<file path="config.mk">
export PLATFORM = sky130hd
export DESIGN_NAME = seg_decoder_flat
export DESIGN_NICKNAME = d
export VERILOG_FILES = /design/src/rtl/seg_pkg.sv /design/src/rtl/seg_decoder_if.sv /design/src/rtl/seg_lut.sv /design/src/rtl/seg_decoder.sv /design/src/flat_wrapper.sv
export SDC_FILE = /design/constraint.sdc
export NUM_CORES = 1
export LEC_CHECK = 0
export CELL_PAD_IN_SITES_DETAIL_PLACEMENT = 2
export CELL_PAD_IN_SITES_GLOBAL_PLACEMENT = 2
export CORE_ASPECT_RATIO = 2
export CORE_UTILIZATION = 32
export DETAILED_ROUTE_END_ITERATION = 8
export HOLD_SLACK_MARGIN = 0.08
export MAX_ROUTING_LAYER = met4
export PLACE_DENSITY = 0.86
export SLEW_MARGIN = 20
export SYNTH_ARGS = -nofsm -noshare
export SYNTH_HDL_FRONTEND = slang
export SYNTH_SLANG_ARGS = --single-unit
</file>
<file path="constraint.sdc">
create_clock -name clk -period 1.7 [get_ports clk]
set_input_delay 0.425 -clock clk [delete_from_list [all_inputs] [get_ports clk]]
set_output_delay 0.425 -clock clk [all_outputs]
set_load 0.02 [all_outputs]
</file>
<file path="src/rtl/seg_pkg.sv">
// Shared constants for the seven-segment decoder: active-low glyph patterns
// {s6..s0}, the all-off blank pattern and the result-handshake state type.
package seg_pkg;

  localparam logic [6:0] GLYPH_0   = 7'h40;
  localparam logic [6:0] GLYPH_1   = 7'h79;
  localparam logic [6:0] GLYPH_2   = 7'h24;
  localparam logic [6:0] GLYPH_3   = 7'h30;
  localparam logic [6:0] GLYPH_4   = 7'h19;
  localparam logic [6:0] GLYPH_5   = 7'h12;
  localparam logic [6:0] GLYPH_6   = 7'h02;
  localparam logic [6:0] GLYPH_7   = 7'h78;
  localparam logic [6:0] GLYPH_8   = 7'h00;
  localparam logic [6:0] GLYPH_9   = 7'h18;
  localparam logic [6:0] GLYPH_A   = 7'h08;
  localparam logic [6:0] GLYPH_B   = 7'h03;
  localparam logic [6:0] GLYPH_C   = 7'h46;
  localparam logic [6:0] GLYPH_D   = 7'h21;
  localparam logic [6:0] GLYPH_E   = 7'h06;
  localparam logic [6:0] GLYPH_F   = 7'h0E;
  localparam logic [6:0] SEG_BLANK = 7'h7F;

  typedef enum logic [0:0] {
    ST_IDLE = 1'b0,
    ST_PEND = 1'b1
  } seg_state_t;

endpackage

</file>
<file path="src/rtl/seg_decoder_if.sv">
// Segment input plus decoded-result valid/ready bus of the seven-segment decoder.
// The slave modport is the decoder side, the master modport the consumer side.
interface seg_decoder_if;
  logic [6:0] seg_in;
  logic [3:0] out_digit;
  logic       out_err;
  logic       out_blank;
  logic       out_valid;
  logic       out_ready;
  logic       overrun;

  modport master (
    output seg_in, out_ready,
    input  out_digit, out_err, out_blank, out_valid, overrun
  );

  modport slave (
    input  seg_in, out_ready,
    output out_digit, out_err, out_blank, out_valid, overrun
  );
endinterface

</file>
<file path="src/rtl/seg_lut.sv">
// Combinational glyph lookup: maps an active-low segment pattern to its hex
// digit, flags the all-off blank pattern, and flags anything else as an error.
module seg_lut
  import seg_pkg::*;
(
  input  logic [6:0] i_pattern,
  output logic [3:0] o_digit,
  output logic       o_err,
  output logic       o_blank
);

  // Pattern decode; blank and illegal patterns report digit 0.
  always_comb begin
    o_digit = 4'h0;
    o_err   = 1'b0;
    o_blank = 1'b0;
    case (i_pattern)
      GLYPH_0:   o_digit = 4'h0;
      GLYPH_1:   o_digit = 4'h1;
      GLYPH_2:   o_digit = 4'h2;
      GLYPH_3:   o_digit = 4'h3;
      GLYPH_4:   o_digit = 4'h4;
      GLYPH_5:   o_digit = 4'h5;
      GLYPH_6:   o_digit = 4'h6;
      GLYPH_7:   o_digit = 4'h7;
      GLYPH_8:   o_digit = 4'h8;
      GLYPH_9:   o_digit = 4'h9;
      GLYPH_A:   o_digit = 4'hA;
      GLYPH_B:   o_digit = 4'hB;
      GLYPH_C:   o_digit = 4'hC;
      GLYPH_D:   o_digit = 4'hD;
      GLYPH_E:   o_digit = 4'hE;
      GLYPH_F:   o_digit = 4'hF;
      SEG_BLANK: o_blank = 1'b1;
      default:   o_err   = 1'b1;
    endcase
  end

endmodule

</file>
<file path="src/rtl/seg_decoder.sv">
// Seven-segment pattern decoder with stability filter and valid/ready result.
// Define SEG_DEC_SYNC_EN to put a 2-flop synchronizer in front of the filter.
module seg_decoder
  import seg_pkg::*;
#(
  parameter int STABLE_CYCLES = 4
) (
  input  logic          clk,
  input  logic          reset_n,
  seg_decoder_if.slave  bus
);

  localparam logic [3:0] CNT_MAX = 4'(STABLE_CYCLES - 1);
  localparam logic [3:0] CNT_ACC = 4'(STABLE_CYCLES - 2);

  logic [6:0] w_filt_in;

`ifdef SEG_DEC_SYNC_EN
  logic [6:0] r_sync1;
  logic [6:0] r_sync2;

  // Two-stage synchronizer; resets to blank so nothing is accepted after reset.
  always_ff @(posedge clk or negedge reset_n) begin
    if (!reset_n) begin
      r_sync1 <= SEG_BLANK;
      r_sync2 <= SEG_BLANK;
    end else begin
      r_sync1 <= bus.seg_in;
      r_sync2 <= r_sync1;
    end
  end

  assign w_filt_in = r_sync2;
`else
  assign w_filt_in = bus.seg_in;
`endif

  logic [6:0] r_sample;
  logic [6:0] r_last;
  logic [3:0] r_cnt;
  logic       w_same;
  logic       w_accept;

  // Acceptance fires on the edge that moves the counter to its final value.
  assign w_same   = (w_filt_in == r_sample);
  assign w_accept = w_same && (r_cnt == CNT_ACC) && (w_filt_in != r_last);

  always_ff @(posedge clk or negedge reset_n) begin
    if (!reset_n) begin
      r_sample <= SEG_BLANK;
      r_cnt    <= 4'd0;
    end else begin
      r_sample <= w_filt_in;
      if (!w_same) begin
        r_cnt <= 4'd0;
      end else if (r_cnt != CNT_MAX) begin
        r_cnt <= r_cnt + 4'd1;
      end else begin
        r_cnt <= r_cnt;
      end
    end
  end

  logic [3:0] w_digit;
  logic       w_err;
  logic       w_blank;

  seg_lut u_lut (
    .i_pattern (w_filt_in),
    .o_digit   (w_digit),
    .o_err     (w_err),
    .o_blank   (w_blank)
  );

  seg_state_t r_state;
  seg_state_t w_state_next;
  logic       w_xfer;
  logic       w_valid;

  assign w_xfer = (r_state == ST_PEND) && bus.out_ready;

  always_ff @(posedge clk or negedge reset_n) begin
    if (!reset_n) begin
      r_state <= ST_IDLE;
    end else begin
      r_state <= w_state_next;
    end
  end

  always_comb begin
    w_state_next = ST_IDLE;
    case (r_state)
      ST_IDLE: w_state_next = w_accept ? ST_PEND : ST_IDLE;
      ST_PEND: w_state_next = (w_xfer && !w_accept) ? ST_IDLE : ST_PEND;
      default: w_state_next = ST_IDLE;
    endcase
  end

  always_comb begin
    w_valid = 1'b0;
    case (r_state)
      ST_IDLE: w_valid = 1'b0;
      ST_PEND: w_valid = 1'b1;
      default: w_valid = 1'b0;
    endcase
  end

  logic [3:0] r_digit;
  logic       r_err;
  logic       r_blank;
  logic       r_overrun;

  // Result hold; overrun latches only when a pending result is lost untransferred.
  always_ff @(posedge clk or negedge reset_n) begin
    if (!reset_n) begin
      r_digit   <= 4'h0;
      r_err     <= 1'b0;
      r_blank   <= 1'b0;
      r_last    <= SEG_BLANK;
      r_overrun <= 1'b0;
    end else begin
      if (w_accept) begin
        r_digit <= w_digit;
        r_err   <= w_err;
        r_blank <= w_blank;
        r_last  <= w_filt_in;
      end else begin
        r_digit <= r_digit;
        r_err   <= r_err;
        r_blank <= r_blank;
        r_last  <= r_last;
      end
      if (w_accept && (r_state == ST_PEND) && !bus.out_ready) begin
        r_overrun <= 1'b1;
      end else begin
        r_overrun <= r_overrun;
      end
    end
  end

  assign bus.out_digit = r_digit;
  assign bus.out_err   = r_err;
  assign bus.out_blank = r_blank;
  assign bus.out_valid = w_valid;
  assign bus.overrun   = r_overrun;

endmodule

</file>
<file path="src/flat_wrapper.sv">
// flat-port wrapper written by rule: the top's interface ports become plain ports
module seg_decoder_flat import seg_pkg::*;
#(
  parameter int STABLE_CYCLES = 4
)
  (clk, reset_n, bus_seg_in, bus_out_ready, bus_out_digit, bus_out_err, bus_out_blank, bus_out_valid, bus_overrun);
  seg_decoder_if bus_i ();
  input  logic clk;
  input  logic reset_n;
  input wire logic [$bits(bus_i.seg_in)-1:0] bus_seg_in;
  input wire logic [$bits(bus_i.out_ready)-1:0] bus_out_ready;
  output wire logic [$bits(bus_i.out_digit)-1:0] bus_out_digit;
  output wire logic [$bits(bus_i.out_err)-1:0] bus_out_err;
  output wire logic [$bits(bus_i.out_blank)-1:0] bus_out_blank;
  output wire logic [$bits(bus_i.out_valid)-1:0] bus_out_valid;
  output wire logic [$bits(bus_i.overrun)-1:0] bus_overrun;
  assign bus_i.seg_in = bus_seg_in;
  assign bus_i.out_ready = bus_out_ready;
  assign bus_out_digit = bus_i.out_digit;
  assign bus_out_err = bus_i.out_err;
  assign bus_out_blank = bus_i.out_blank;
  assign bus_out_valid = bus_i.out_valid;
  assign bus_overrun = bus_i.overrun;
  seg_decoder #(.STABLE_CYCLES(STABLE_CYCLES)) u_core (.clk(clk), .reset_n(reset_n), .bus(bus_i));
endmodule
</file>
==> metrics.txt, run 1 <==
# TYPE chip_impl_metric gauge
chip_impl_metric{name="finalHoldViolations",unit=""} 0
chip_impl_info{name="worst_case_hold_path_end_point",value="u_core.r_sample[0]"} 1
chip_impl_metric{name="number_of_nets_at_the_end_of_the_flow",unit=""} 206
chip_impl_metric{name="port_buffers",unit=""} 17
chip_impl_info{name="leading_cell_type_in_the_layout_fill_and_taps_excluded",value="sky130_fd_sc_hd__buf_4"} 1
chip_impl_metric{name="clock_sink_count",unit=""} 26
chip_impl_metric{name="via_count_of_the_first_global_routing_pass",unit=""} 1584
chip_impl_metric{name="global_route.usage.total",unit="%"} 25.8
chip_impl_metric{name="post_synth_fa_ha_maj_area_fraction",unit="%"} 1.64
chip_impl_info{name="layout_common_cells",value="33 x sky130_fd_sc_hd__buf_4, 14 x sky130_fd_sc_hd__dfstp_2, 12 x sky130_fd_sc_hd__mux2_4, 12 x sky130_fd_sc_hd__dfrtp_1, 10 x sky130_fd_sc_hd__xor2_1"} 1
chip_impl_metric{name="detail_route.vias_per_cell",unit=""} 5.38
chip_impl_metric{name="die_area",unit="mm²"} 0.00508
chip_impl_metric{name="place.gp.congestion",unit=""} 0.876
chip_impl_metric{name="die_x",unit="µm"} 50.9
chip_impl_metric{name="initial_utilization",unit="%"} 33.3
chip_impl_info{name="hold_crit_path_type",value="in -> reg"} 1
chip_impl_metric{name="cts_max_path_buffers",unit=""} 2
chip_impl_metric{name="avgRoutedWirePerCell",unit="µm"} 23.2
chip_impl_metric{name="drtIter0Drc",unit=""} 25
chip_impl_metric{name="syn_nets",unit=""} 158
chip_impl_metric{name="crit_path_max_incr_delay",unit="ns"} 0.34
chip_impl_metric{name="synth_enable_flop_cells",unit=""} 0
chip_impl_metric{name="cts.clk_slew.worst_paths",unit="ns"} 0.09
chip_impl_metric{name="synth.area.mux_share",unit="%"} 11.2
chip_impl_metric{name="core_region",unit="mm²"} 0.00460
chip_impl_metric{name="finalSetupTns",unit="ns"} -1.84
chip_impl_metric{name="timing.reg2reg.worst_path_depth",unit=""} 5
chip_impl_info{name="violations",value="setup timing"} 1
chip_impl_metric{name="number_of_vias_in_the_routed_layout",unit=""} 1335
chip_impl_metric{name="preCtsSetupSlack",unit="ns"} -0.745
chip_impl_metric{name="path_max_fanout",unit=""} 8
chip_impl_metric{name="yosys_register_bits",unit=""} 26
chip_impl_metric{name="postRouteAntennaNets",unit=""} 0
chip_impl_info{name="critical_path_class",value="in -> reg"} 1
chip_impl_metric{name="power.static_leakage",unit="µW"} 0.00100
chip_impl_info{name="crit_slowest_cell",value="sky130_fd_sc_hd__a211oi_2"} 1
chip_impl_metric{name="yosys.area_share.xor_xnor",unit="%"} 9.73
chip_impl_metric{name="critical_path_arrival",unit="ns"} 2.06
chip_impl_info{name="cts_tree",value="done"} 1
chip_impl_metric{name="pin_count",unit=""} 18
chip_impl_metric{name="grt_first_pass_wirelength",unit="µm"} 8980
chip_impl_info{name="r2r_endpoint",value="u_core.bus.out_digit[0]"} 1
chip_impl_metric{name="areaGrowthSynthToFinish",unit="%"} 47.4
chip_impl_info{name="cp-start-kind",value="input pin"} 1
chip_impl_info{name="synth_ff_type",value="sky130_fd_sc_hd__dfstp_2"} 1
chip_impl_metric{name="fin_crit_sh",unit="%"} 112
chip_impl_metric{name="number_of_cells_on_the_worst_hold_path",unit=""} 1
chip_impl_metric{name="fin_skew",unit="ns"} 0.00571
chip_impl_metric{name="placed_cells_incl_taps",unit=""} 233
chip_impl_metric{name="synth-simple-area-share",unit="%"} 19.5
chip_impl_metric{name="avgSynthCellArea",unit="µm²"} 10.5
chip_impl_metric{name="route.final.wire_length",unit="µm"} 5740
chip_impl_metric{name="synth_sequential_area_ratio",unit="%"} 43.7
chip_impl_metric{name="grt_remaining_overflow",unit=""} 0
chip_impl_metric{name="synth-warning-count",unit=""} 0
chip_impl_metric{name="ir_worst_vdd",unit="mV"} 0.377
chip_impl_metric{name="drive_gt1_share",unit="%"} 50.8
chip_impl_info{name="worstPathCellList",value="dlygate4sd2_1 > buf_4 > xnor2_1 > o32ai_1 > a211oi_2 > o31ai_1 > mux2_4"} 1
chip_impl_metric{name="worst-path-buf-inv",unit=""} 2
chip_impl_info{name="r2r-start",value="u_core.r_sample[4]"} 1
chip_impl_metric{name="number_of_antenna_diodes",unit=""} 0
chip_impl_metric{name="drc",unit=""} 0
chip_impl_metric{name="layout.cells.non_filler",unit=""} 248
chip_impl_metric{name="r2r_setup_slack",unit="ns"} -0.15
chip_impl_metric{name="cp_data_required_time",unit="ns"} 1.86
chip_impl_info{name="worst_setup_path_end_kind",value="flip-flop"} 1
chip_impl_metric{name="fmax",unit="MHz"} 526
chip_impl_metric{name="worst_slack",unit="ns"} -0.199
chip_impl_metric{name="ctsHoldBuffers",unit=""} 0
chip_impl_metric{name="detail_route.first_pass.iterations",unit=""} 4
chip_impl_metric{name="synthesized_area_fraction_occupied_by_ao_oa_aoi_and_oai_cells",unit="%"} 8.91
chip_impl_metric{name="htreeDepth",unit=""} 1
chip_impl_metric{name="detailed_place_hpwl",unit="µm"} 4090
chip_impl_metric{name="antenna_violations_before_repair",unit=""} 0
chip_impl_metric{name="cap_violations",unit=""} 0
chip_impl_metric{name="site_row_count",unit=""} 35
chip_impl_info{name="worstHoldStart",value="bus_seg_in[0]"} 1
chip_impl_metric{name="worst_slew_pin_slew",unit="ns"} 0.542
chip_impl_metric{name="postSynth.asyncResetShare",unit="%"} 100
chip_impl_metric{name="fin_crit",unit="ns"} 1.90
chip_impl_info{name="crit_family",value="compound AO/OA/AOI/OAI gates"} 1
chip_impl_metric{name="pins_over_their_slew_limit",unit=""} 0
chip_impl_metric{name="worst_skew_pair.late_latency",unit="ns"} 0.27
chip_impl_metric{name="layout.filler_cells",unit=""} 484
chip_impl_info{name="cts.root.buffer_cell",value="sky130_fd_sc_hd__clkbuf_8"} 1
chip_impl_info{name="rsz0062_at_grt",value="yes"} 1
chip_impl_metric{name="syn-instance-count",unit=""} 146
chip_impl_metric{name="syn-cell-area",unit="mm²"} 0.00153
chip_impl_metric{name="finalCoreUtilization",unit="%"} 49.1
chip_impl_info{name="status",value="complete, but fails checks"} 1
chip_impl_metric{name="largest_net_degree_at_the_start_of_global_routing",unit=""} 27
chip_impl_metric{name="p_per_area",unit="mW/mm²"} 554
chip_impl_metric{name="slew-limit-headroom",unit="%"} 63.7
chip_impl_metric{name="final-setup-viol-count",unit=""} 16
chip_impl_metric{name="die_height",unit="µm"} 99.8
chip_impl_info{name="synth_top_family_by_area",value="simple AND/OR/NAND/NOR gates"} 1
chip_impl_metric{name="synth_cell_type_count",unit=""} 43
chip_impl_metric{name="tritoncts.num_buffers",unit=""} 3
[through the flow]
step | total power, µW | hold WS [ns] | cell area (µm²)
floorplan | 742 | 0.129 | 1550
global placement | 837 | 0.458 | 1930
detailed placement | 854 | 0.503 | 1930
CTS | 1260 | 0.386 | 2210
global route | 1310 | 0.385 | 2260
finish | 1250 | 0.388 | 2260
[layer usage]
layer  wire (µm)  GRT usage, %
met1        1990          24.7
met2        3500          50.7
met3          68          1.36
met4         179          10.7
met5           0             -
[worst register-to-register path, stage by stage (launching register included)]
cell and delay (ns):
sky130_fd_sc_hd__dfstp_2 0.53, sky130_fd_sc_hd__xor2_1 0.07, sky130_fd_sc_hd__nor4_2 0.36, sky130_fd_sc_hd__and4b_2 0.34
sky130_fd_sc_hd__nand2b_4 0.13, sky130_fd_sc_hd__mux2_4 0.32
[how the worst max path moves through the flow]
stage | from | to | slack [ns] | cells past startpoint
floorplan | bus_seg_in[4] | u_core.bus.out_blank | -0.09 | 7
global placement | bus_seg_in[6] | u_core.bus.out_err | -0.66 | 8
detailed placement | bus_seg_in[5] | u_core.bus.out_digit[0] | -0.74 | 7
CTS | u_core.r_sample[0] | u_core.bus.out_digit[0] | -0.18 | 5
global route | u_core.r_sample[4] | u_core.bus.out_digit[0] | -0.25 | 5
finish | bus_seg_in[5] | u_core.bus.out_digit[0] | -0.20 | 7
[area by class of cell]
| class | count | area (µm²) | share of cell area, % |
|---|---|---|---|
| inverters | 4 | 15.0 | 0.666 |
| multi-input cells | 102 | 955 | 42.3 |
| repair buffers | 57 | 504 | 22.4 |
| well taps | 55 | 68.8 | 3.05 |
| flip-flops and latches | 26 | 668 | 29.6 |
| clock buffers | 4 | 45.0 | 2.00 |
[cells in the mapped netlist (all sizes together) (3+ instances only)]
| cell | n | area, µm² |
|---|---|---|
| nand2 | 5 | 18.8 |
| clkbuf | 9 | 33.8 |
| nor4 | 4 | 31.3 |
| nand3b | 3 | 22.5 |
| dfstp | 14 | 368 |
| inv | 4 | 15.0 |
| nor2 | 9 | 33.8 |
| xor2 | 10 | 87.6 |
| dfrtp | 12 | 300 |
| buf | 5 | 32.5 |
| nand2b | 4 | 27.5 |
| nand3 | 4 | 20.0 |
| o21ai | 4 | 20.0 |
| mux2 | 12 | 161 |
| xnor2 | 7 | 61.3 |
| a211oi | 3 | 22.5 |
| nor3 | 7 | 35.0 |
| a21oi | 6 | 30.0 |
[flip-flops by register name, indices dropped and copies added, names as in the netlist]
register and cells:
u_core.r_sample 7, u_core.r_cnt 4, u_core.bus.out_digit 4, u_core.bus.out_err 1, u_core.bus.overrun 1, u_core.bus.out_blank 1, u_core.r_state 1, u_core.r_last 7
[kinds of logic after synthesis]
group                    count (synthesis)
flip-flops                              26
buffers and inverters                   18
AND/OR/NAND/NOR                         49
AO/OA/AOI/OAI                           21
multiplexers                            13
adder cells (fa/ha/maj)                  2
XOR/XNOR                                17
[power breakdown]
| group | internal [µW] | switching [µW] |
|---|---|---|
| clock network | 168 | 193 |
| registers | 636 | 4.99 |
| logic | 114 | 134 |
| total | 918 | 331 |
[repair_timing]
| item | CTS | global route |
|---|---|---|
| pin swaps | 10 | 2 |
| endpoints found under the hold margin | 0 | 0 |
| gates resized for setup | 49 | 10 |
| setup buffers | 10 | 1 |
| setup endpoints to repair | 18 | 22 |
Note: power is estimated with default switching activity, not from simulation.
==> inputs of run 2 (changes only) <==
--- a/config.mk
+++ b/config.mk
@@ -13,7 +13,8 @@
 export HOLD_SLACK_MARGIN = 0.08
 export MAX_ROUTING_LAYER = met4
 export PLACE_DENSITY = 0.86
-export SLEW_MARGIN = 20
+export SLEW_MARGIN = 0
 export SYNTH_ARGS = -nofsm -noshare
 export SYNTH_HDL_FRONTEND = slang
+export SYNTH_HIERARCHICAL = 1
 export SYNTH_SLANG_ARGS = --single-unit
==> metrics.txt, run 2 <==
# TYPE chip_impl_metric gauge
chip_impl_metric{name="clock_sink_count",unit=""} 26
chip_impl_metric{name="avgRoutedWirePerCell",unit="µm"} 19.4
chip_impl_metric{name="site_row_count",unit=""} 35
chip_impl_metric{name="detail_route.first_pass.iterations",unit=""} 4
chip_impl_metric{name="antenna_violations_before_repair",unit=""} 0
chip_impl_metric{name="drtIter0Drc",unit=""} 17
chip_impl_metric{name="core_region",unit="mm²"} 0.00460
chip_impl_info{name="critical_path_class",value="in -> reg"} 1
chip_impl_metric{name="path_max_fanout",unit=""} 5
chip_impl_metric{name="synth-warning-count",unit=""} 6
chip_impl_metric{name="synthDominantCellAreaShare",unit="%"} 24.1
chip_impl_info{name="hold_crit_path_type",value="in -> reg"} 1
chip_impl_info{name="status",value="complete, but fails checks"} 1
chip_impl_metric{name="drive_gt1_share",unit="%"} 52.5
chip_impl_metric{name="fin_skew",unit="ns"} 0.0105
chip_impl_metric{name="fin_crit",unit="ns"} 1.86
chip_impl_metric{name="number_of_cells_on_the_worst_hold_path",unit=""} 1
chip_impl_metric{name="cts.clk_slew.worst_paths",unit="ns"} 0.09
chip_impl_info{name="cp-start-kind",value="input pin"} 1
chip_impl_info{name="synth.top_cells.by_area",value="sky130_fd_sc_hd__dfstp_2 24%, sky130_fd_sc_hd__dfrtp_1 20%, sky130_fd_sc_hd__mux2_2 9.6%"} 1
chip_impl_metric{name="p_per_area",unit="mW/mm²"} 564
chip_impl_metric{name="die_height",unit="µm"} 99.8
chip_impl_metric{name="largest_net_degree_at_the_start_of_global_routing",unit=""} 27
chip_impl_metric{name="worst_slack",unit="ns"} -0.158
chip_impl_metric{name="die_x",unit="µm"} 50.9
chip_impl_metric{name="final-setup-viol-count",unit=""} 15
chip_impl_info{name="worst_case_hold_path_end_point",value="u_core/r_sample[2]"} 1
chip_impl_info{name="cts.root.buffer_cell",value="sky130_fd_sc_hd__clkbuf_8"} 1
chip_impl_info{name="critPathLaunch",value="bus_seg_in[3]"} 1
chip_impl_info{name="largest_registers",value="u_core/r_last x7, u_core/r_sample x7"} 1
chip_impl_metric{name="pins_over_their_slew_limit",unit=""} 0
chip_impl_metric{name="layout.filler_cells",unit=""} 491
chip_impl_metric{name="syn-cell-area",unit="mm²"} 0.00153
chip_impl_metric{name="cp_data_required_time",unit="ns"} 1.86
chip_impl_metric{name="via_count_of_the_first_global_routing_pass",unit=""} 1575
chip_impl_info{name="yosys-top-cells-count",value="14 x sky130_fd_sc_hd__dfstp_2, 13 x sky130_fd_sc_hd__mux2_2, 13 x sky130_fd_sc_hd__nor2_1, 12 x sky130_fd_sc_hd__dfrtp_1, 11 x sky130_fd_sc_hd__xnor2_1"} 1
chip_impl_metric{name="global_route.usage.total",unit="%"} 22.1
chip_impl_metric{name="synth_cell_type_count",unit=""} 43
chip_impl_info{name="leading_cell_type_in_the_layout_fill_and_taps_excluded",value="sky130_fd_sc_hd__buf_4"} 1
chip_impl_info{name="most_common_cell_in_the_netlist",value="sky130_fd_sc_hd__dfstp_2"} 1
chip_impl_metric{name="place.gp.congestion",unit=""} 0.907
chip_impl_metric{name="detailed_place_hpwl",unit="µm"} 3830
chip_impl_info{name="worst_setup_path_end_kind",value="flip-flop"} 1
chip_impl_metric{name="preCtsSetupSlack",unit="ns"} -0.843
chip_impl_metric{name="cap_violations",unit=""} 0
chip_impl_metric{name="detail_route.vias_per_cell",unit=""} 5.21
chip_impl_metric{name="die_area",unit="mm²"} 0.00508
chip_impl_metric{name="pin_count",unit=""} 18
chip_impl_metric{name="tritoncts.num_buffers",unit=""} 3
chip_impl_metric{name="synth_sequential_area_ratio",unit="%"} 43.7
chip_impl_metric{name="number_of_antenna_diodes",unit=""} 0
chip_impl_metric{name="r2r_setup_slack",unit="ns"} -0.15
chip_impl_metric{name="initial_utilization",unit="%"} 33.3
chip_impl_info{name="r2r-start",value="u_core/r_sample[0]"} 1
chip_impl_metric{name="critical_path_arrival",unit="ns"} 2.02
chip_impl_metric{name="fin_crit_sh",unit="%"} 109
chip_impl_metric{name="worst_slew_pin_slew",unit="ns"} 0.334
chip_impl_metric{name="finalHoldViolations",unit=""} 0
chip_impl_metric{name="port_buffers",unit=""} 17
chip_impl_info{name="synth_top_cell_by_area",value="sky130_fd_sc_hd__dfstp_2"} 1
chip_impl_metric{name="areaGrowthSynthToFinish",unit="%"} 43.2
chip_impl_info{name="cts_tree",value="done"} 1
chip_impl_metric{name="htreeDepth",unit=""} 1
chip_impl_metric{name="avgSynthCellArea",unit="µm²"} 10.8
chip_impl_metric{name="timing.reg2reg.worst_path_depth",unit=""} 6
chip_impl_info{name="layout_common_cells",value="40 x sky130_fd_sc_hd__buf_4, 14 x sky130_fd_sc_hd__dfstp_2, 12 x sky130_fd_sc_hd__mux2_2, 12 x sky130_fd_sc_hd__dfrtp_1, 9 x sky130_fd_sc_hd__nor2_1"} 1
chip_impl_metric{name="number_of_vias_in_the_routed_layout",unit=""} 1338
chip_impl_metric{name="ir_worst_vdd",unit="mV"} 0.598
chip_impl_metric{name="drc",unit=""} 0
chip_impl_metric{name="worst_skew_pair.late_latency",unit="ns"} 0.27
chip_impl_metric{name="route.final.wire_length",unit="µm"} 4980
chip_impl_metric{name="power.static_leakage",unit="µW"} 0.00102
chip_impl_metric{name="syn_nets",unit=""} 154
chip_impl_metric{name="cts_max_path_buffers",unit=""} 2
chip_impl_metric{name="slew-limit-headroom",unit="%"} 77.7
chip_impl_metric{name="ctsHoldBuffers",unit=""} 0
chip_impl_metric{name="grt_first_pass_wirelength",unit="µm"} 7960
chip_impl_info{name="violations",value="setup timing"} 1
chip_impl_metric{name="postRouteAntennaNets",unit=""} 0
chip_impl_metric{name="grt_remaining_overflow",unit=""} 0
chip_impl_metric{name="number_of_nets_at_the_end_of_the_flow",unit=""} 215
chip_impl_info{name="worstHoldStart",value="bus_seg_in[2]"} 1
chip_impl_info{name="synth_ff_type",value="sky130_fd_sc_hd__dfstp_2"} 1
chip_impl_metric{name="synth_enable_flop_cells",unit=""} 0
chip_impl_info{name="r2r_endpoint",value="u_core/bus.out_digit[2]"} 1
chip_impl_metric{name="syn-instance-count",unit=""} 142
chip_impl_metric{name="yosys_register_bits",unit=""} 26
chip_impl_info{name="rsz0062_at_grt",value="yes"} 1
chip_impl_metric{name="postSynth.asyncResetShare",unit="%"} 100
chip_impl_metric{name="report.power.total",unit="µW"} 1230
chip_impl_metric{name="fmax",unit="MHz"} 538
[run 2: changes by cell type in the layout (fill, tap and decap cells not counted), sizes merged, moves of 4 or more]
cell | before | now
clkbuf | 4 | 8
nor2 | 9 | 13
o21ai | 4 | 8
xnor2 | 7 | 11
buf | 40 | 47
clkdlybuf4s15 | 4 | 0
nand2 | 5 | 9
xor2 | 10 | 6
[run 2: layer usage]
| metal | wire (µm) | track usage (%) |
|---|---|---|
| met5 | 0 | - |
| met2 | 3030 | 43.8 |
| met4 | 150 | 6.20 |
| met3 | 39 | 1.53 |
| met1 | 1760 | 21.8 |
[run 2: cells by family after synthesis]
logic type	synth area share, %
compound gates	11.0
xor+xnor	9.74
fa+ha+maj	1.64
buf+inv	4.83
flops	43.7
mux	9.57
simple gates	19.6
[run 2: final cells by class]
cell class	count	area [µm²]	share of cell area (%)
repair buffers	63	515	23.5
well taps	55	68.8	3.14
multi-input cells	105	877	40.1
clock inverters	1	3.75	0.171
clock buffers	3	41.3	1.89
inverters	4	15.0	0.686
flip-flops and latches	26	668	30.5
[run 2: report_power, final]
group | leakage [µW] | switching (µW) | internal (µW)
clock | 0.0000231 | 187 | 161
sequential | 0.000313 | 6.03 | 636
combinational | 0.000687 | 132 | 113
[run 2: what timing repair did]
action | 4_1_cts | 5_1_grt
buffers inserted | 3 | 4
gates resized for setup | 18 | 32
endpoints found under the setup margin | 20 | 23
pin swaps | 7 | 11
[run 2: worst max-delay path, stage by stage]
cell and delay [ns]:
sky130_fd_sc_hd__dlygate4sd2_1 0.25, sky130_fd_sc_hd__buf_4 0.16, sky130_fd_sc_hd__buf_4 0.15, sky130_fd_sc_hd__and4_1 0.17, sky130_fd_sc_hd__a31oi_1 0.21, sky130_fd_sc_hd__o21ai_1 0.13
sky130_fd_sc_hd__or2_1 0.24, sky130_fd_sc_hd__mux2_2 0.27
[run 2: worst max-delay path by stage]
stage / slack [ns] / end / depth (start not counted)
2_1_floorplan: -0.15 / u_core/bus.out_blank / 5
3_3_place_gp: -0.74 / u_core/bus.out_err / 7
3_5_place_dp: -0.84 / u_core/bus.out_digit[2] / 7
4_1_cts: -0.28 / u_core/bus.out_digit[2] / 6
5_1_grt: -0.24 / u_core/bus.out_digit[2] / 6
6_report: -0.16 / u_core/bus.out_digit[2] / 8
[run 2: per-stage QoR]
stage	hold WS, ns	cell area, µm²	TNS (ns)	std cells	utilization [%]
2_1_floorplan	0.129	1530	-1.00	142	-
3_3_place_gp	0.460	2010	-12.40	247	43.7
3_5_place_dp	0.489	2010	-13.89	247	43.7
4_1_cts	0.455	2100	-3.48	254	45.7
5_1_grt	0.344	2190	-2.91	257	47.6
6_report	0.364	2190	-1.54	257	47.6
==> inputs of run 3 (changes only) <==
--- a/config.mk
+++ b/config.mk
@@ -8,6 +8,7 @@
 export CELL_PAD_IN_SITES_DETAIL_PLACEMENT = 2
 export CELL_PAD_IN_SITES_GLOBAL_PLACEMENT = 2
 export CORE_ASPECT_RATIO = 2
+export CORE_MARGIN = 5
 export CORE_UTILIZATION = 32
 export DETAILED_ROUTE_END_ITERATION = 8
 export HOLD_SLACK_MARGIN = 0.08
==> metrics.txt, run 3 (synthesis results as in run 2) <==
# TYPE chip_impl_metric gauge
chip_impl_info{name="status",value="complete, but fails checks"} 1
chip_impl_info{name="violations",value="setup timing"} 1
chip_impl_metric{name="fmax",unit="MHz"} 522
chip_impl_info{name="hold_crit_path_type",value="in -> reg"} 1
chip_impl_metric{name="number_of_vias_in_the_routed_layout",unit=""} 1433
chip_impl_metric{name="wl_met3",unit="µm"} 139
chip_impl_info{name="crit_slowest_cell",value="sky130_fd_sc_hd__mux2_4"} 1
chip_impl_info{name="cp-start-kind",value="input pin"} 1
chip_impl_metric{name="crit_path_max_incr_delay",unit="ns"} 0.30
chip_impl_info{name="most_frequent_cell_on_critical_path",value="sky130_fd_sc_hd__buf_6"} 1
chip_impl_metric{name="fin_skew",unit="ns"} 0.00425
chip_impl_metric{name="cts.clk_slew.worst_paths",unit="ns"} 0.09
chip_impl_info{name="largest_registers",value="u_core/r_last x7, u_core/r_sample x7"} 1
chip_impl_metric{name="cts_max_path_buffers",unit=""} 2
chip_impl_metric{name="finalCoreUtilization",unit="%"} 50.6
chip_impl_metric{name="tritoncts.num_buffers",unit=""} 3
chip_impl_metric{name="cap_violations",unit=""} 0
chip_impl_metric{name="antenna_violations_before_repair",unit=""} 0
chip_impl_metric{name="finalHoldViolations",unit=""} 0
chip_impl_metric{name="avgRoutedWirePerCell",unit="µm"} 24.8
chip_impl_metric{name="pins_over_their_slew_limit",unit=""} 0
chip_impl_metric{name="ctsHoldBuffers",unit=""} 0
chip_impl_metric{name="power.share.sequential",unit="%"} 44.7
chip_impl_metric{name="number_of_nets_at_the_end_of_the_flow",unit=""} 216
chip_impl_metric{name="finalSetupTns",unit="ns"} -2.61
chip_impl_metric{name="slew-limit-headroom",unit="%"} 70.9
chip_impl_metric{name="largest_net_degree_at_the_start_of_global_routing",unit=""} 27
chip_impl_metric{name="grt_first_pass_wirelength",unit="µm"} 9610
chip_impl_metric{name="postRouteAntennaNets",unit=""} 0
chip_impl_info{name="highest-signal-layer",value="met4"} 1
chip_impl_metric{name="power.static_leakage",unit="µW"} 0.00111
chip_impl_metric{name="layout.cells.non_filler",unit=""} 258
chip_impl_metric{name="preCtsSetupSlack",unit="ns"} -0.920
chip_impl_metric{name="detail_route.first_pass.iterations",unit=""} 4
chip_impl_metric{name="route.final.wire_length",unit="µm"} 6390
chip_impl_metric{name="via_count_of_the_first_global_routing_pass",unit=""} 1687
chip_impl_metric{name="netSwitchingFraction",unit="%"} 25.2
chip_impl_metric{name="drtIter0Drc",unit=""} 27
chip_impl_metric{name="critical_path_arrival",unit="ns"} 2.08
chip_impl_metric{name="power_report.internal_total",unit="µW"} 1080
chip_impl_info{name="worstPathCellList",value="dlygate4sd2_1 > buf_6 > xnor2_1 > nand4_1 > nor4_4 > o41ai_4 > buf_6 > mux2_4"} 1
chip_impl_info{name="cts_tree",value="done"} 1
chip_impl_metric{name="cp_data_required_time",unit="ns"} 1.87
chip_impl_info{name="layout_common_cells",value="37 x sky130_fd_sc_hd__buf_4, 14 x sky130_fd_sc_hd__dfstp_2, 12 x sky130_fd_sc_hd__dfrtp_1"} 1
chip_impl_metric{name="die_x",unit="µm"} 58.9
chip_impl_metric{name="place.gp.congestion",unit=""} 0.869
chip_impl_metric{name="die_area",unit="mm²"} 0.00634
chip_impl_metric{name="comb_power_share",unit="%"} 19.2
chip_impl_metric{name="drive_gt1_share",unit="%"} 56.7
chip_impl_metric{name="ir_worst_vdd",unit="mV"} 0.505
chip_impl_metric{name="areaGrowthSynthToFinish",unit="%"} 53.6
chip_impl_metric{name="site_row_count",unit=""} 35
chip_impl_info{name="rsz0062_at_grt",value="yes"} 1
chip_impl_metric{name="path_max_fanout",unit=""} 5
chip_impl_metric{name="worst_slack",unit="ns"} -0.215
chip_impl_metric{name="die_height",unit="µm"} 108
chip_impl_metric{name="worst_slew_pin_slew",unit="ns"} 0.433
chip_impl_metric{name="number_of_antenna_diodes",unit=""} 0
chip_impl_metric{name="fin_crit_sh",unit="%"} 113
chip_impl_metric{name="core_region",unit="mm²"} 0.00464
chip_impl_metric{name="initial_utilization",unit="%"} 32.9
chip_impl_metric{name="hold-worst-slack",unit="ns"} 0.422
chip_impl_metric{name="pin_count",unit=""} 18
chip_impl_metric{name="fin_crit",unit="ns"} 1.91
chip_impl_metric{name="grt_remaining_overflow",unit=""} 0
chip_impl_metric{name="htreeDepth",unit=""} 1
chip_impl_info{name="worst_setup_path_end_kind",value="flip-flop"} 1
chip_impl_metric{name="p_per_area",unit="mW/mm²"} 613
chip_impl_metric{name="wl_met1",unit="µm"} 2060
chip_impl_metric{name="global_route.usage.total",unit="%"} 21.4
chip_impl_metric{name="detailed_place_hpwl",unit="µm"} 4050
chip_impl_metric{name="drc",unit=""} 0
chip_impl_metric{name="final-setup-viol-count",unit=""} 19
chip_impl_metric{name="clock_sink_count",unit=""} 26
chip_impl_metric{name="detail_route.vias_per_cell",unit=""} 5.55
chip_impl_info{name="critical_path_class",value="in -> reg"} 1
chip_impl_metric{name="met2_length",unit="µm"} 3740
chip_impl_metric{name="port_buffers",unit=""} 17
chip_impl_metric{name="worst_skew_pair.late_latency",unit="ns"} 0.27
chip_impl_metric{name="total_switching_power",unit="µW"} 364
chip_impl_metric{name="placed_cells_incl_taps",unit=""} 243
chip_impl_info{name="cts.root.buffer_cell",value="sky130_fd_sc_hd__clkbuf_8"} 1
chip_impl_info{name="leading_cell_type_in_the_layout_fill_and_taps_excluded",value="sky130_fd_sc_hd__buf_4"} 1
chip_impl_metric{name="clock_power_share",unit="%"} 36.1
## run 3: changes by cell type in the layout (fill, tap and decap cells not counted), sizes merged
cell and delta:
bufinv +1, clkdlybuf4s15 +2, dlygate4sd2 +3, buf +1, clkdlybuf4s50 -3, clkinv -1
clkbuf -2
## run 3: path summary, 6_finish.rpt
check	endpoint	cells past startpoint	start	slack, ns
max in group asynchronous	u_core/r_last[1]	2	reset_n	0.86
worst max register to register	u_core/bus.out_digit[1]	6	u_core/r_sample[3]	-0.21
worst min register to register	u_core/bus.overrun	1	u_core/bus.overrun	0.51
worst min-delay path	u_core/r_sample[1]	2	bus_seg_in[1]	0.42
worst max-delay path	u_core/bus.out_digit[1]	8	bus_seg_in[3]	-0.21
min in group asynchronous	u_core/r_state	2	reset_n	0.53
## run 3: power groups by stage
| stage | sequential, µW | clock, µW | combinational, µW |
|---|---|---|---|
| 5_1_grt | 645 | 554 | 294 |
| 3_3_place_gp | 650 | 0 | 214 |
| 3_5_place_dp | 651 | 0 | 224 |
| 4_1_cts | 642 | 527 | 247 |
| 6_report | 644 | 520 | 277 |
| 2_1_floorplan | 651 | 0 | 95.1 |
## run 3: through the flow
step                total power (µW)  area (µm²)
floorplan                        746        1530
global placement                 864        1990
detailed placement               876        1990
CTS                             1420        2210
global route                    1490        2350
finish                          1440        2350
## run 3: cell type report
| type | instances | area (µm²) |
|---|---|---|
| Fill cell | 490 | 2290 |
| Multi-Input combinational cell | 105 | 968 |
| Sequential cell | 26 | 668 |
| Timing Repair Buffer | 64 | 557 |
| Tap cell | 55 | 68.8 |
| Clock buffer | 3 | 41.3 |
| Clock inverter | 1 | 30.0 |
| Inverter | 4 | 15.0 |
## run 3: routing by layer
layer / GRT usage, % / vias to the layer above
met2: 40.1 / 49
met1: 20.0 / 727
li1: - / 626
met4: 12.8 / 0
met3: 1.80 / 31
met5: - / -
## run 3: repair_timing
| item | in CTS | in global routing |
|---|---|---|
| pin swaps | 6 | 13 |
| gates resized for setup | 33 | 41 |
| setup buffers | 10 | 4 |
| endpoints found under the setup margin | 23 | 23 |
## run 3: critical path: cells and delay by family
family                 cells  cell delay (ns)
AO/OA/AOI/OAI              1             0.15
XOR/XNOR                   1             0.17
buffers and inverters      3             0.52
AND/OR/NAND/NOR            2             0.50
multiplexers               1             0.30
